<file path="src/rtl/imm_encoder_2w_if.sv">
// Beat-level valid/ready bundle for the dual-lane immediate encoder.
// The slave modport is the encoder's view of the bundle.
interface imm_encoder_2w_if #(
    parameter int ERR_CNT_W = 16
);
    logic                 in_valid;
    logic                 in_ready;
    logic [1:0]           in_slot_vld;
    logic [2:0]           in_imm_src_0;
    logic [2:0]           in_imm_src_1;
    logic [31:0]          in_imm_0;
    logic [31:0]          in_imm_1;
    logic [24:0]          in_base_0;
    logic [24:0]          in_base_1;
    logic                 out_valid;
    logic                 out_ready;
    logic [1:0]           out_slot_vld;
    logic [24:0]          out_instr_0;
    logic [24:0]          out_instr_1;
    logic                 out_err_0;
    logic                 out_err_1;
    logic [ERR_CNT_W-1:0] err_cnt;

    modport master (
        output in_valid, in_slot_vld,
        output in_imm_src_0, in_imm_src_1,
        output in_imm_0, in_imm_1,
        output in_base_0, in_base_1,
        output out_ready,
        input  in_ready, out_valid, out_slot_vld,
        input  out_instr_0, out_instr_1,
        input  out_err_0, out_err_1, err_cnt
    );

    modport slave (
        input  in_valid, in_slot_vld,
        input  in_imm_src_0, in_imm_src_1,
        input  in_imm_0, in_imm_1,
        input  in_base_0, in_base_1,
        input  out_ready,
        output in_ready, out_valid, out_slot_vld,
        output out_instr_0, out_instr_1,
        output out_err_0, out_err_1, err_cnt
    );
endinterface

</file>
<file path="src/rtl/imm_encoder_2w.sv">
// Dual-lane RV32 I/S/B/J/U immediate encoder with a main + skid output stage.
// Define IMM_ENC_RANGE_CHK_EN to build representability checks and err_cnt.
module imm_encoder_2w #(
    parameter int ERR_CNT_W = 16
) (
    input logic             clk,
    input logic             rst_n,
    imm_encoder_2w_if.slave bus
);

    typedef struct packed {
        logic [1:0]  vld;
        logic [24:0] instr0;
        logic [24:0] instr1;
        logic        err0;
        logic        err1;
    } beat_t;

    // Result bit k is instruction bit k+7.
    function automatic logic [24:0] enc_imm(
        input logic [2:0]  src,
        input logic [31:0] imm,
        input logic [24:0] base
    );
        logic [24:0] r;
        r = base;
        case (src)
            3'b000: r[24:13] = imm[11:0];
            3'b001: begin
                r[24:18] = imm[11:5];
                r[4:0]   = imm[4:0];
            end
            3'b010: begin
                r[24]    = imm[12];
                r[23:18] = imm[10:5];
                r[4:1]   = imm[4:1];
                r[0]     = imm[11];
            end
            3'b011: begin
                r[24]    = imm[20];
                r[23:14] = imm[10:1];
                r[13]    = imm[11];
                r[12:5]  = imm[19:12];
            end
            3'b100: r[24:5] = imm[31:12];
            default: ;
        endcase
        return r;
    endfunction

`ifdef IMM_ENC_RANGE_CHK_EN
    // A range fits when all bits above the field are copies of its sign.
    function automatic logic bad_imm(
        input logic [2:0]  src,
        input logic [31:0] imm
    );
        logic b;
        case (src)
            3'b000, 3'b001:
                b = !(&imm[31:11] || !(|imm[31:11]));
            3'b010:
                b = !(&imm[31:12] || !(|imm[31:12])) || imm[0];
            3'b011:
                b = !(&imm[31:20] || !(|imm[31:20])) || imm[0];
            3'b100:
                b = |imm[11:0];
            default:
                b = 1'b1;
        endcase
        return b;
    endfunction
`endif

    beat_t nxt;
    beat_t main_q;
    beat_t skid_q;
    logic  main_v;
    logic  skid_v;
    logic  rdy_q;
    logic  in_fire;
    logic  main_free;
    logic  skid_v_n;

    always_comb begin
        nxt.vld    = bus.in_slot_vld;
        nxt.instr0 = enc_imm(bus.in_imm_src_0,
                             bus.in_imm_0, bus.in_base_0);
        nxt.instr1 = enc_imm(bus.in_imm_src_1,
                             bus.in_imm_1, bus.in_base_1);
`ifdef IMM_ENC_RANGE_CHK_EN
        nxt.err0 = bus.in_slot_vld[0]
                 & bad_imm(bus.in_imm_src_0, bus.in_imm_0);
        nxt.err1 = bus.in_slot_vld[1]
                 & bad_imm(bus.in_imm_src_1, bus.in_imm_1);
`else
        nxt.err0 = 1'b0;
        nxt.err1 = 1'b0;
`endif
    end

    // in_ready mirrors skid emptiness, so skid and input never both load.
    assign in_fire   = bus.in_valid & rdy_q;
    assign main_free = !main_v | bus.out_ready;
    assign skid_v_n  = main_free ? 1'b0 : (skid_v | in_fire);

    always_ff @(posedge clk or negedge rst_n) begin
        if (!rst_n) begin
            main_v <= 1'b0;
            main_q <= '0;
            skid_v <= 1'b0;
            skid_q <= '0;
            rdy_q  <= 1'b0;
        end else begin
            if (main_free) begin
                main_v <= skid_v | in_fire;
                if (skid_v) begin
                    main_q <= skid_q;
                end else if (in_fire) begin
                    main_q <= nxt;
                end
            end else if (in_fire && !skid_v) begin
                skid_q <= nxt;
            end
            skid_v <= skid_v_n;
            rdy_q  <= !skid_v_n;
        end
    end

    assign bus.in_ready     = rdy_q;
    assign bus.out_valid    = main_v;
    assign bus.out_slot_vld = main_q.vld;
    assign bus.out_instr_0  = main_q.instr0;
    assign bus.out_instr_1  = main_q.instr1;
    assign bus.out_err_0    = main_q.err0;
    assign bus.out_err_1    = main_q.err1;

`ifdef IMM_ENC_RANGE_CHK_EN
    logic [ERR_CNT_W-1:0] cnt_q;
    logic [1:0]           add;
    logic [ERR_CNT_W:0]   sum;

    assign add = {1'b0, main_q.err0 & main_q.vld[0]}
               + {1'b0, main_q.err1 & main_q.vld[1]};
    assign sum = {1'b0, cnt_q}
               + {{(ERR_CNT_W-1){1'b0}}, add};

    always_ff @(posedge clk or negedge rst_n) begin
        if (!rst_n) begin
            cnt_q <= '0;
        end else if (main_v && bus.out_ready) begin
            cnt_q <= sum[ERR_CNT_W] ? '1 : sum[ERR_CNT_W-1:0];
        end
    end

    assign bus.err_cnt = cnt_q;
`else
    assign bus.err_cnt = '0;
`endif

endmodule
</file>
<file path="src/flat_wrapper.sv">
// flat-port wrapper written by rule: the top's interface ports become plain ports
module imm_encoder_2w_flat 
#(
    parameter int ERR_CNT_W = 16
)
  (clk, rst_n, bus_in_valid, bus_in_slot_vld, bus_in_imm_src_0, bus_in_imm_src_1, bus_in_imm_0, bus_in_imm_1, bus_in_base_0, bus_in_base_1, bus_out_ready, bus_in_ready, bus_out_valid, bus_out_slot_vld, bus_out_instr_0, bus_out_instr_1, bus_out_err_0, bus_out_err_1, bus_err_cnt);
  imm_encoder_2w_if #(.ERR_CNT_W(ERR_CNT_W)) bus_i ();
  input logic clk;
  input logic rst_n;
  input wire logic [$bits(bus_i.in_valid)-1:0] bus_in_valid;
  input wire logic [$bits(bus_i.in_slot_vld)-1:0] bus_in_slot_vld;
  input wire logic [$bits(bus_i.in_imm_src_0)-1:0] bus_in_imm_src_0;
  input wire logic [$bits(bus_i.in_imm_src_1)-1:0] bus_in_imm_src_1;
  input wire logic [$bits(bus_i.in_imm_0)-1:0] bus_in_imm_0;
  input wire logic [$bits(bus_i.in_imm_1)-1:0] bus_in_imm_1;
  input wire logic [$bits(bus_i.in_base_0)-1:0] bus_in_base_0;
  input wire logic [$bits(bus_i.in_base_1)-1:0] bus_in_base_1;
  input wire logic [$bits(bus_i.out_ready)-1:0] bus_out_ready;
  output wire logic [$bits(bus_i.in_ready)-1:0] bus_in_ready;
  output wire logic [$bits(bus_i.out_valid)-1:0] bus_out_valid;
  output wire logic [$bits(bus_i.out_slot_vld)-1:0] bus_out_slot_vld;
  output wire logic [$bits(bus_i.out_instr_0)-1:0] bus_out_instr_0;
  output wire logic [$bits(bus_i.out_instr_1)-1:0] bus_out_instr_1;
  output wire logic [$bits(bus_i.out_err_0)-1:0] bus_out_err_0;
  output wire logic [$bits(bus_i.out_err_1)-1:0] bus_out_err_1;
  output wire logic [$bits(bus_i.err_cnt)-1:0] bus_err_cnt;
  assign bus_i.in_valid = bus_in_valid;
  assign bus_i.in_slot_vld = bus_in_slot_vld;
  assign bus_i.in_imm_src_0 = bus_in_imm_src_0;
  assign bus_i.in_imm_src_1 = bus_in_imm_src_1;
  assign bus_i.in_imm_0 = bus_in_imm_0;
  assign bus_i.in_imm_1 = bus_in_imm_1;
  assign bus_i.in_base_0 = bus_in_base_0;
  assign bus_i.in_base_1 = bus_in_base_1;
  assign bus_i.out_ready = bus_out_ready;
  assign bus_in_ready = bus_i.in_ready;
  assign bus_out_valid = bus_i.out_valid;
  assign bus_out_slot_vld = bus_i.out_slot_vld;
  assign bus_out_instr_0 = bus_i.out_instr_0;
  assign bus_out_instr_1 = bus_i.out_instr_1;
  assign bus_out_err_0 = bus_i.out_err_0;
  assign bus_out_err_1 = bus_i.out_err_1;
  assign bus_err_cnt = bus_i.err_cnt;
  imm_encoder_2w #(.ERR_CNT_W(ERR_CNT_W)) u_core (.clk(clk), .rst_n(rst_n), .bus(bus_i));
endmodule
</file>
<file path="config.mk">
export PLATFORM = sky130hd
export DESIGN_NAME = imm_encoder_2w_flat
export DESIGN_NICKNAME = d
export VERILOG_FILES = /design/src/rtl/imm_encoder_2w_if.sv /design/src/rtl/imm_encoder_2w.sv /design/src/flat_wrapper.sv
export SDC_FILE = /design/constraint.sdc
export NUM_CORES = 1
export LEC_CHECK = 0
export BUFFER_PORTS_ARGS = -buffer_cell sky130_fd_sc_hd__buf_2
export CAP_MARGIN = 20
export CORE_ASPECT_RATIO = 0.6
export CORE_MARGIN = 10
export CORE_UTILIZATION = 52
export DETAILED_ROUTE_END_ITERATION = 6
export GPL_TIMING_DRIVEN = 0
export PLACE_DENSITY_LB_ADDON = 0.05
export SYNTH_ARGS = -nofsm -noshare
export SYNTH_HDL_FRONTEND = slang
export SYNTH_SLANG_ARGS = --single-unit
</file>
<file path="constraint.sdc">
create_clock -name clk -period 2 [get_ports clk]
set_clock_uncertainty 0.2 [all_clocks]
set_input_delay 0.4 -clock clk [delete_from_list [all_inputs] [get_ports clk]]
set_output_delay 0.4 -clock clk [all_outputs]
set_load 0.05 [all_outputs]
</file>
==> flow_summary_export.csv, run 1 <==
group,metric,value,unit
cts,clock_sinks,107,
cts,clkTransAtPathRegs,80,ps
timing,setup_viol,0,
power,p_leak,0.00372,uW
cts,cts_tree,"yes",
grt,antenna_found_initial,0,
placement,numPortBuffers,179,
power,p_switching,3680,uW
cells_and_area,layout-drive-gt1-share,0.320,
power,p_per_area,1120,mW/mm^2
routing,vias,6056,
logic_synthesis,synthCells,666,
power,peakVddDrop,0.710,mV
routing,wl,20.3,mm
status,status,"complete, no violations",
floorplan,core-area,0.0114,mm^2
logic_synthesis,async_flop_share,1.00,
logic_synthesis,ys.warnings.count,0,
grt,grt_overflow,0,
logic_synthesis,yosysSeqAreaShare,0.436,
routing,vias_per_cell,5.82,
logic_synthesis,yosysUniqueCellTypes,50,
logic_synthesis,synth_flop_cell,"dfrtp_1",
setup_path,reg2regPathDepth,6,
timing,rsz0062_at_grt,"no",
setup_path,r2r_setup_slack,90,ps
cts,clockBufferDepth,2,
timing,timing.final.ws_setup,88.0,ps
routing,drt-pass1-iter-count,5,
setup_path,worst-endpoint-arrival,1960,ps
grt,grt_max_degree,71,
floorplan,fp.dieW,160,um
setup_path,crit_end,"u_core.bus.out_instr_0[22]",
floorplan,dieArea,0.0167,mm^2
power,internal-power,4940,uW
timing,fin_crit,1910,ps
logic_synthesis,synth_area_per_cell,9.21,um^2
grt,grt_pass1_vias,6223,
hold_path,min_path_type,"in -> reg",
power,swShare,0.427,
placement,dp_slack,-144,ps
power,pwr-share-comb,0.408,
timing,holdWs,102,ps
cts,cts_htree_levels,3,
placement,dp.final_hpwl,15.6,mm
setup_path,reg2reg_from,"u_core.bus.out_valid",
routing,drc,0,
timing,finalHoldViolations,0,
floorplan,start_util,0.538,
logic_synthesis,synth_top_area_cell,"dfrtp_1",
power,clock_power_share,0.212,
setup_path,path_class,"reg -> reg",
routing,postRouteAntennaNets,0,
setup_path,cp-end-kind,"register",
setup_path,r2r-end,"u_core.bus.out_instr_0[22]",
routing,drt_iter0_drc,438,
setup_path,cp.required,2050,ps
timing,slew_headroom,0.585,
floorplan,ioPinCount,198,
grt,grt_pass1_wl,32.1,mm
timing,fmax,0.523,GHz
logic_synthesis,synthTopCellsByArea,"dfrtp_1 44%, mux2i_1 5.2%, nand2_1 4.4%",
timing,min_period_over_period,0.956,
setup_path,cp_max_fo,10,
cells_and_area,nets,1001,
setup_path,worstSetupStartpoint,"u_core.bus.out_valid",
placement,routabilityCongestion,0.947,
flow_run,max_cap_violations,0,
cts,post_cts_buffers,0,
cells_and_area,n_antenna_cell,0,
timing,drv_slew,0,
logic_synthesis,synth_top_area_share,0.436,
cts,clk_latency,360,ps
cts,cts_made_buffers,9,
cells_and_area,syn2layout_area_growth,25.1,%
logic_synthesis,synth_seq_cells,107,
logic_synthesis,synth_edf_count,0,
cts,clock_tree.root_cell,"clkbuf_16",
logic_synthesis,syn_area,0.00614,mm^2
routing,wire_per_inst,19.5,um
floorplan,die_y,104,um
grt,grt_usage,0.233,
timing,worst_pin_slew,619,ps
setup_path,critPathLaunchType,"register",
power,power_frac_seq,0.380,
floorplan,rows,30,
[per-layer routing]
metal / GRT usage / vias to the layer above / wire length (um)
met5: 0 / - / 0
met4: 0.0431 / 0 / 191
met3: 0.0731 / 19 / 1850
met2: 0.364 / 294 / 9110
met1: 0.314 / 2956 / 9100
li1: - / 2787 / -
[cell type report]
cell class	count	area [um^2]
fill	973	3730
multi-input combinational	495	3080
sequential	107	2680
timing repair buffer	181	936
buffer	76	462
clock buffer	11	243
tap	160	200
clock inverter	5	62.6
inverter	5	18.8
[placed cells by master (no fill, tap or decap), types with 20 or more instances in the layout]
cell / Yosys / final
nor2_1: 56 / 56
buf_4: 26 / 28
nand2b_1: 23 / 23
dfrtp_1: 107 / 107
nand3_1: 25 / 25
a221o_1: 20 / 20
mux2i_1: 32 / 32
o21ai_1: 49 / 49
buf_2: 21 / 196
nand2_1: 72 / 72
and3_1: 21 / 21
a21oi_1: 49 / 49
o211ai_1: 21 / 21
[per-stage QoR]
step                      utilization  setup TNS (ps)  power, uW  area, um^2  cells
after floorplan                     -               0       5730        6200    683
after global placement          0.639          -91620       6660        7300   1022
after detailed placement        0.642           -3960       6780        7330   1023
after CTS                       0.670               0       8610        7650   1040
after global routing            0.673               0       9060        7680   1040
final                           0.673               0       8620        7680   1040
[state kept, by name, indices dropped and copies added (netlist names)]
name                     flops
u_core.bus.out_instr_1      25
u_core.bus.out_instr_0      25
u_core.skid_q               52
u_core.skid_v                1
u_core.bus.out_slot_vld      2
u_core.bus.in_ready          1
u_core.bus.out_valid         1
[cells by family (layout without fill, tap and decap cells)]
group / count (synthesis) / after routing / share of synthesized area
other cells: 1 / 18 / 0.000611
flops: 107 / 107 / 0.436
mux: 49 / 49 / 0.0895
simple gates: 231 / 231 / 0.186
buf+inv: 81 / 278 / 0.0734
xor+xnor: 1 / 1 / 0.00143
compound gates: 196 / 196 / 0.213
[cells in the mapped netlist (2+ instances only)]
library cell  number
nand2b_1          23
mux2_1             6
nor3b_1           17
o32a_1             8
clkbuf_1          25
dfrtp_1          107
o211ai_1          21
inv_1              4
o21a_1             3
nand2_1           72
and3_1            21
nor2b_1            4
a21oi_1           49
o32ai_1            2
o31ai_1            2
mux2i_1           32
buf_4             26
o21ai_1           49
o21ai_0           19
nor2_1            56
o211ai_2           4
buf_6              3
mux2_4            10
nor3_1             2
a221o_1           20
o2bb2ai_1          2
o2111ai_1          8
buf_2             21
nand3_1           25
a32oi_1            5
[how the worst min path moves through the flow]
stage / slack [ps] / depth (start not counted) / end / startpoint
global placement: 260 / 2 / u_core.bus.out_slot_vld[1] / u_core.bus.out_slot_vld[1]
global route: 90 / 2 / u_core.skid_q[53] / bus_in_slot_vld[1]
detailed placement: 210 / 1 / u_core.bus.out_slot_vld[0] / rst_n
CTS: 90 / 2 / u_core.skid_q[53] / bus_in_slot_vld[1]
finish: 100 / 2 / u_core.skid_q[53] / bus_in_slot_vld[1]
floorplan: -100 / 0 / u_core.bus.in_ready / rst_n
[worst max-delay path, cell delays in order, from the launching register on]
cell and delay [ps]:
dfrtp_1 390, nand2b_1 110, clkbuf_4 200, nand2b_1 70, buf_4 180, clkbuf_2 240, a221o_1 400
[power groups by stage]
stage / combinational (uW) / clock (uW) / sequential [uW]
floorplan: 1300 / 0 / 4430
finish: 3520 / 1830 / 3270
global route: 3770 / 1940 / 3350
CTS: 3510 / 1840 / 3260
detailed placement: 3490 / 0 / 3290
global placement: 3410 / 0 / 3250
[timing repair]
action / in CTS / in global routing
cloned: 0 / 0
hold buffers: 1 / 0
gates resized for setup: 3 / 28
hold endpoints to repair: 37 / 0
setup endpoints to repair: 28 / 49
No activity file was read; power rests on OpenSTA's default activity.
==> run 2, diff against run 1 <==
--- a/config.mk
+++ b/config.mk
@@ -12,7 +12,7 @@
 export CORE_UTILIZATION = 52
 export DETAILED_ROUTE_END_ITERATION = 6
 export GPL_TIMING_DRIVEN = 0
-export PLACE_DENSITY_LB_ADDON = 0.05
+export PLACE_DENSITY = 0.93
 export SYNTH_ARGS = -nofsm -noshare
 export SYNTH_HDL_FRONTEND = slang
 export SYNTH_SLANG_ARGS = --single-unit
==> flow_summary_export.csv, run 2 (synthesis results as in run 1) <==
group,metric,value,unit
status,status,"complete, no violations",
setup_path,worstSetupStartpoint,"u_core.bus.in_ready",
power,power_frac_seq,0.379,
cells_and_area,final_common_cell,"buf_2",
power,power,8560,uW
cells_and_area,final_cell_mix,"197 x buf_2, 107 x dfrtp_1, 72 x nand2_1, 56 x nor2_1, 49 x o21ai_1",
floorplan,die_y,104,um
floorplan,rows,30,
hold_path,hp-start,"bus_in_slot_vld[0]",
placement,routabilityCongestion,0.900,
routing,drc,0,
placement,dp_slack,-222,ps
power,p_leak,0.00373,uW
hold_path,min_path_type,"in -> reg",
power,internal-power,4900,uW
routing,postRouteAntennaNets,0,
timing,timing.final.ws_setup,75.1,ps
grt,grt_use_met1,0.315,
floorplan,ioPinCount,198,
power,peakVddDrop,0.773,mV
floorplan,fp.dieW,160,um
grt,grtUsageMet2,0.363,
setup_path,cp_max_fo,10,
cts,clock_tree.root_cell,"clkbuf_16",
power,swShare,0.428,
grt,busiest_layer,"met2",
setup_path,cp-end-kind,"register",
grt,grt_pass1_wl,32.5,mm
setup_path,worst-endpoint-arrival,1930,ps
routing,vias,6092,
cts,cts_tree,"yes",
cells_and_area,syn2layout_area_growth,24.8,%
setup_path,reg2reg_from,"u_core.bus.in_ready",
routing,wl,20.5,mm
timing,setup_viol,0,
timing,slew_headroom,0.525,
timing,fin_crit,1920,ps
cells_and_area,top_register,"u_core.skid_q",
cts,post_cts_buffers,0,
timing,worst_pin_slew,713,ps
cts,clockBufferDepth,2,
cells_and_area,final_core_util,0.671,
cts,cts_made_buffers,9,
power,clock_power_share,0.207,
grt,antenna_found_initial,0,
cells_and_area,final_cell_count_no_fill,1040,
cells_and_area,fillers,980,
cts,clk_latency,340,ps
power,p_switching,3660,uW
hold_path,whs_path_depth,2,
cells_and_area,n_antenna_cell,0,
floorplan,dieArea,0.0167,mm^2
timing,fin_tns_setup,0,ps
cells_and_area,regArea,0.00268,mm^2
grt,grt_max_degree,72,
cells_and_area,nets,1001,
cells_and_area,layout-drive-gt1-share,0.322,
floorplan,start_util,0.538,
routing,drt_iter0_drc,589,
timing,fmax,0.520,GHz
grt,use_met3,0.0735,
placement,dp.final_hpwl,15.8,mm
placement,dp_cells,1023,
placement,numPortBuffers,179,
cells_and_area,multi_input_area,0.00308,mm^2
timing,min_period_over_period,0.962,
setup_path,path_class,"reg -> reg",
timing,drv_slew,0,
routing,vias_per_cell,5.86,
cells_and_area,largest_register_ffs,52,
grt,grt_usage,0.236,
setup_path,critPathLaunchType,"register",
routing,drt-pass1-iter-count,5,
routing,wire_per_inst,19.7,um
cts,clock_sinks,107,
cts,cts_htree_levels,3,
setup_path,reg2regPathDepth,6,
grt,grt_pass1_vias,6122,
power,p_per_area,1120,mW/mm^2
timing,finalHoldViolations,0,
setup_path,cp.required,2000,ps
cts,clkTransAtPathRegs,70,ps
grt,grt_overflow,0,
power,pwr-share-comb,0.415,
floorplan,core-area,0.0114,mm^2
flow_run,max_cap_violations,0,
## run 2: changes by cell type in the layout (fill, tap and decap cells not counted), sizes merged
| cell | change |
|---|---|
| clkinv | +3 |
| clkbuf | -1 |
| clkinvlp | -2 |
## run 2: through the flow
step	hold slack [ps]	area [um^2]
after floorplan	-95.6	6200
after global placement	265	7300
after detailed placement	189	7330
after CTS	98.3	7640
after global routing	105	7660
final	107	7660
## run 2: final timing paths
path	to	slack (ps)
setup / recovery	u_core.skid_q[28]	80
hold / removal	u_core.skid_q[52]	110
max in group asynchronous	u_core.bus.out_instr_1[6]	500
setup reg to reg	u_core.skid_q[28]	80
min in group asynchronous	u_core.bus.out_instr_1[22]	380
hold reg to reg	u_core.skid_q[5]	290
## run 2: worst max-delay path, cell delays in order, from the launching register on
cell,delay (ps)
dfrtp_1,390
nand2_1,70
or3_1,360
buf_2,190
clkbuf_1,310
nand2_1,180
o21ai_1,90
## run 2: area by class of cell
| cell class | instances | area share |
|---|---|---|
| Tap cell | 160 | 0.0261 |
| Buffer | 76 | 0.0596 |
| Multi-Input combinational cell | 495 | 0.402 |
| Clock buffer | 10 | 0.0299 |
| Sequential cell | 107 | 0.350 |
| Clock inverter | 6 | 0.00866 |
| Inverter | 5 | 0.00245 |
| Timing Repair Buffer | 181 | 0.122 |
## run 2: repair_timing
action,4_1_cts,5_1_grt
setup endpoints to repair,28,48
endpoints found under the hold margin,36,0
hold buffers,1,0
gates resized for setup,4,25
## run 2: per-layer routing
layer  vias up  wire [um]  part of all wire
li1       2785          -                 -
met1      2938       8940              0.44
met2       338       9190              0.45
met3        31       2100              0.10
met4         0        289             0.014
met5         -          0                 0
## run 2: power groups by stage
| stage | Sequential [uW] | Combinational (uW) | Clock, uW |
|---|---|---|---|
| 2_1_floorplan | 4430 | 1300 | 0 |
| 3_5_place_dp | 3260 | 3520 | 0 |
| 6_report | 3240 | 3550 | 1770 |
| 5_1_grt | 3320 | 3800 | 1870 |
| 4_1_cts | 3230 | 3530 | 1800 |
| 3_3_place_gp | 3220 | 3440 | 0 |
==> run 3, diff against run 2 <==
--- a/config.mk
+++ b/config.mk
@@ -9,10 +9,10 @@
 export CAP_MARGIN = 20
 export CORE_ASPECT_RATIO = 0.6
 export CORE_MARGIN = 10
-export CORE_UTILIZATION = 52
+export CORE_UTILIZATION = 56
 export DETAILED_ROUTE_END_ITERATION = 6
 export GPL_TIMING_DRIVEN = 0
-export PLACE_DENSITY = 0.93
+export PLACE_DENSITY = 0.95
 export SYNTH_ARGS = -nofsm -noshare
 export SYNTH_HDL_FRONTEND = slang
 export SYNTH_SLANG_ARGS = --single-unit
==> constraint.sdc (replaced) <==
create_clock -name clk -period 2.4 [get_ports clk]
set_clock_uncertainty 0.2 [all_clocks]
set_input_delay 0.48 -clock clk [delete_from_list [all_inputs] [get_ports clk]]
set_output_delay 0.48 -clock clk [all_outputs]
set_load 0.05 [all_outputs]
==> flow_summary_export.csv, run 3 (synthesis results as in run 1) <==
group,metric,value,unit
status,status,"finished, violations left",
status,violations,"negative hold slack",
placement,dp.final_hpwl,15.4,mm
setup_path,worst-endpoint-arrival,2280,ps
flow_run,max_cap_violations,0,
routing,drt_iter0_drc,435,
cts,cts_tree,"yes",
setup_path,cp_max_fo,10,
routing,postRouteAntennaNets,0,
routing,drc,0,
power,power_frac_seq,0.372,
floorplan,die_y,101,um
grt,grt_overflow,0,
floorplan,dieArea,0.0157,mm^2
grt,grt_pass1_vias,5965,
power,swShare,0.424,
floorplan,core-area,0.0106,mm^2
cells_and_area,final_cell_count_no_fill,1018,
routing,drt-pass1-iter-count,5,
cts,clk_latency,350,ps
setup_path,critPathLaunchType,"register",
cells_and_area,final_cell_mix,"199 x buf_2, 107 x dfrtp_1, 72 x nand2_1, 56 x nor2_1",
cells_and_area,syn2layout_area_growth,24.4,%
power,pwr-share-comb,0.404,
timing,rsz0062_at_grt,"no",
cells_and_area,layout-drive-gt1-share,0.306,
cts,clock_sinks,107,
cts,clkTransAtPathRegs,80,ps
power,power,7270,uW
power,p_per_area,953,mW/mm^2
timing,drv_slew,0,
cells_and_area,top_register,"u_core.skid_q",
floorplan,ioPinCount,198,
power,peakVddDrop,0.740,mV
timing,worst_pin_slew,716,ps
timing,min_period_over_period,0.923,
cts,post_cts_buffers,0,
cts,hold_buffers,0,
cells_and_area,final_common_cell,"buf_2",
grt,antenna_found_initial,1,
routing,wl,19.7,mm
floorplan,start_util,0.577,
setup_path,path_class,"reg -> reg",
setup_path,reg2regPathDepth,7,
power,p_switching,3090,uW
routing,vias_per_cell,5.91,
grt,grt_pass1_wl,31.1,mm
placement,numPortBuffers,179,
routing,vias,6012,
cells_and_area,largest_register_ffs,52,
cts,cts_made_buffers,9,
setup_path,cp-end-kind,"register",
cells_and_area,final_core_util,0.718,
timing,fin_crit,2210,ps
grt,grt_max_degree,56,
timing,finalHoldViolations,20,
timing,setup_viol,0,
power,clock_power_share,0.224,
cts,clock_tree.root_cell,"clkbuf_16",
cells_and_area,n_antenna_cell,0,
cells_and_area,fillers,838,
timing,slew_headroom,0.523,
placement,dp_cells,1002,
placement,routabilityCongestion,0.901,
cells_and_area,nets,1000,
grt,grt_usage,0.242,
setup_path,cp.required,2470,ps
power,internal-power,4190,uW
setup_path,r2r_setup_slack,190,ps
timing,holdWs,-27.0,ps
floorplan,fp.dieW,155,um
cts,postCtsResizedCells,0,
power,p_leak,0.00369,uW
routing,wire_per_inst,19.3,um
cts,clockBufferDepth,2,
timing,fmax,0.452,GHz
floorplan,rows,29,
hold_path,min_path_type,"in -> async",
cts,cts_htree_levels,3,
==> run 3: cell types whose count changed in the layout (fill, tap and decap cells not counted), sizes merged <==
cell         before  now
clkbuf           37   34
clkinv            6    3
buf             229  231
inv               4    6
bufinv            1    2
clkinvlp          0    1
dlygate4sd3       1    0
==> run 3: per-stage QoR <==
stage               hold WS (ps)  setup slack, ps  setup TNS [ps]  instance area (um^2)
floorplan                  -15.6              429               0                  6200
global placement             257             -508          -53230                  7270
detailed placement           276             54.8               0                  7300
CTS                        0.731              214               0                  7640
global route                28.8             95.3               0                  7640
finish                     -27.0              186               0                  7640
==> run 3: final timing paths <==
path | startpoint | endpoint
worst max-delay path | u_core.bus.out_valid | u_core.bus.out_instr_0[5]
min in group clk | bus_in_slot_vld[0] | u_core.skid_q[52]
worst min-delay path | rst_n | u_core.bus.out_instr_1[22]
worst min register to register | u_core.skid_q[29] | u_core.skid_q[29]
max in group asynchronous | rst_n | u_core.bus.out_instr_1[9]
worst max register to register | u_core.bus.out_valid | u_core.bus.out_instr_0[5]
==> run 3: metal layers <==
metal	track usage	share of wire
met5	0	0.00066
met4	0.0419	0.011
met3	0.0827	0.12
met2	0.386	0.46
met1	0.318	0.41
==> run 3: power by group through the flow <==
| stage | clock network [uW] | registers, uW | logic, uW |
|---|---|---|---|
| 2_1_floorplan | 0 | 3690 | 1080 |
| 3_3_place_gp | 0 | 2680 | 2860 |
| 3_5_place_dp | 0 | 2720 | 2920 |
| 4_1_cts | 1640 | 2690 | 2940 |
| 5_1_grt | 1720 | 2770 | 3130 |
| 6_report | 1630 | 2710 | 2940 |
==> run 3: layout make-up <==
| type | instances | area [um^2] | share of cell area |
|---|---|---|---|
| well taps | 139 | 174 | 0.0228 |
| clock buffers | 9 | 225 | 0.0295 |
| repair buffers | 180 | 926 | 0.121 |
| flip-flops and latches | 107 | 2680 | 0.351 |
| plain buffers | 76 | 432 | 0.0565 |
| clock inverters | 7 | 110 | 0.0144 |
| multi-input cells | 495 | 3070 | 0.402 |
| inverters | 5 | 18.8 | 0.00246 |
==> run 3: critical path: stages (launching register included) <==
cell and delay, ps:
dfrtp_1 400, nand2b_1 110, buf_2 210, nor2b_1 230, buf_2 290, buf_1 430, nor2_1 100, a21oi_1 160
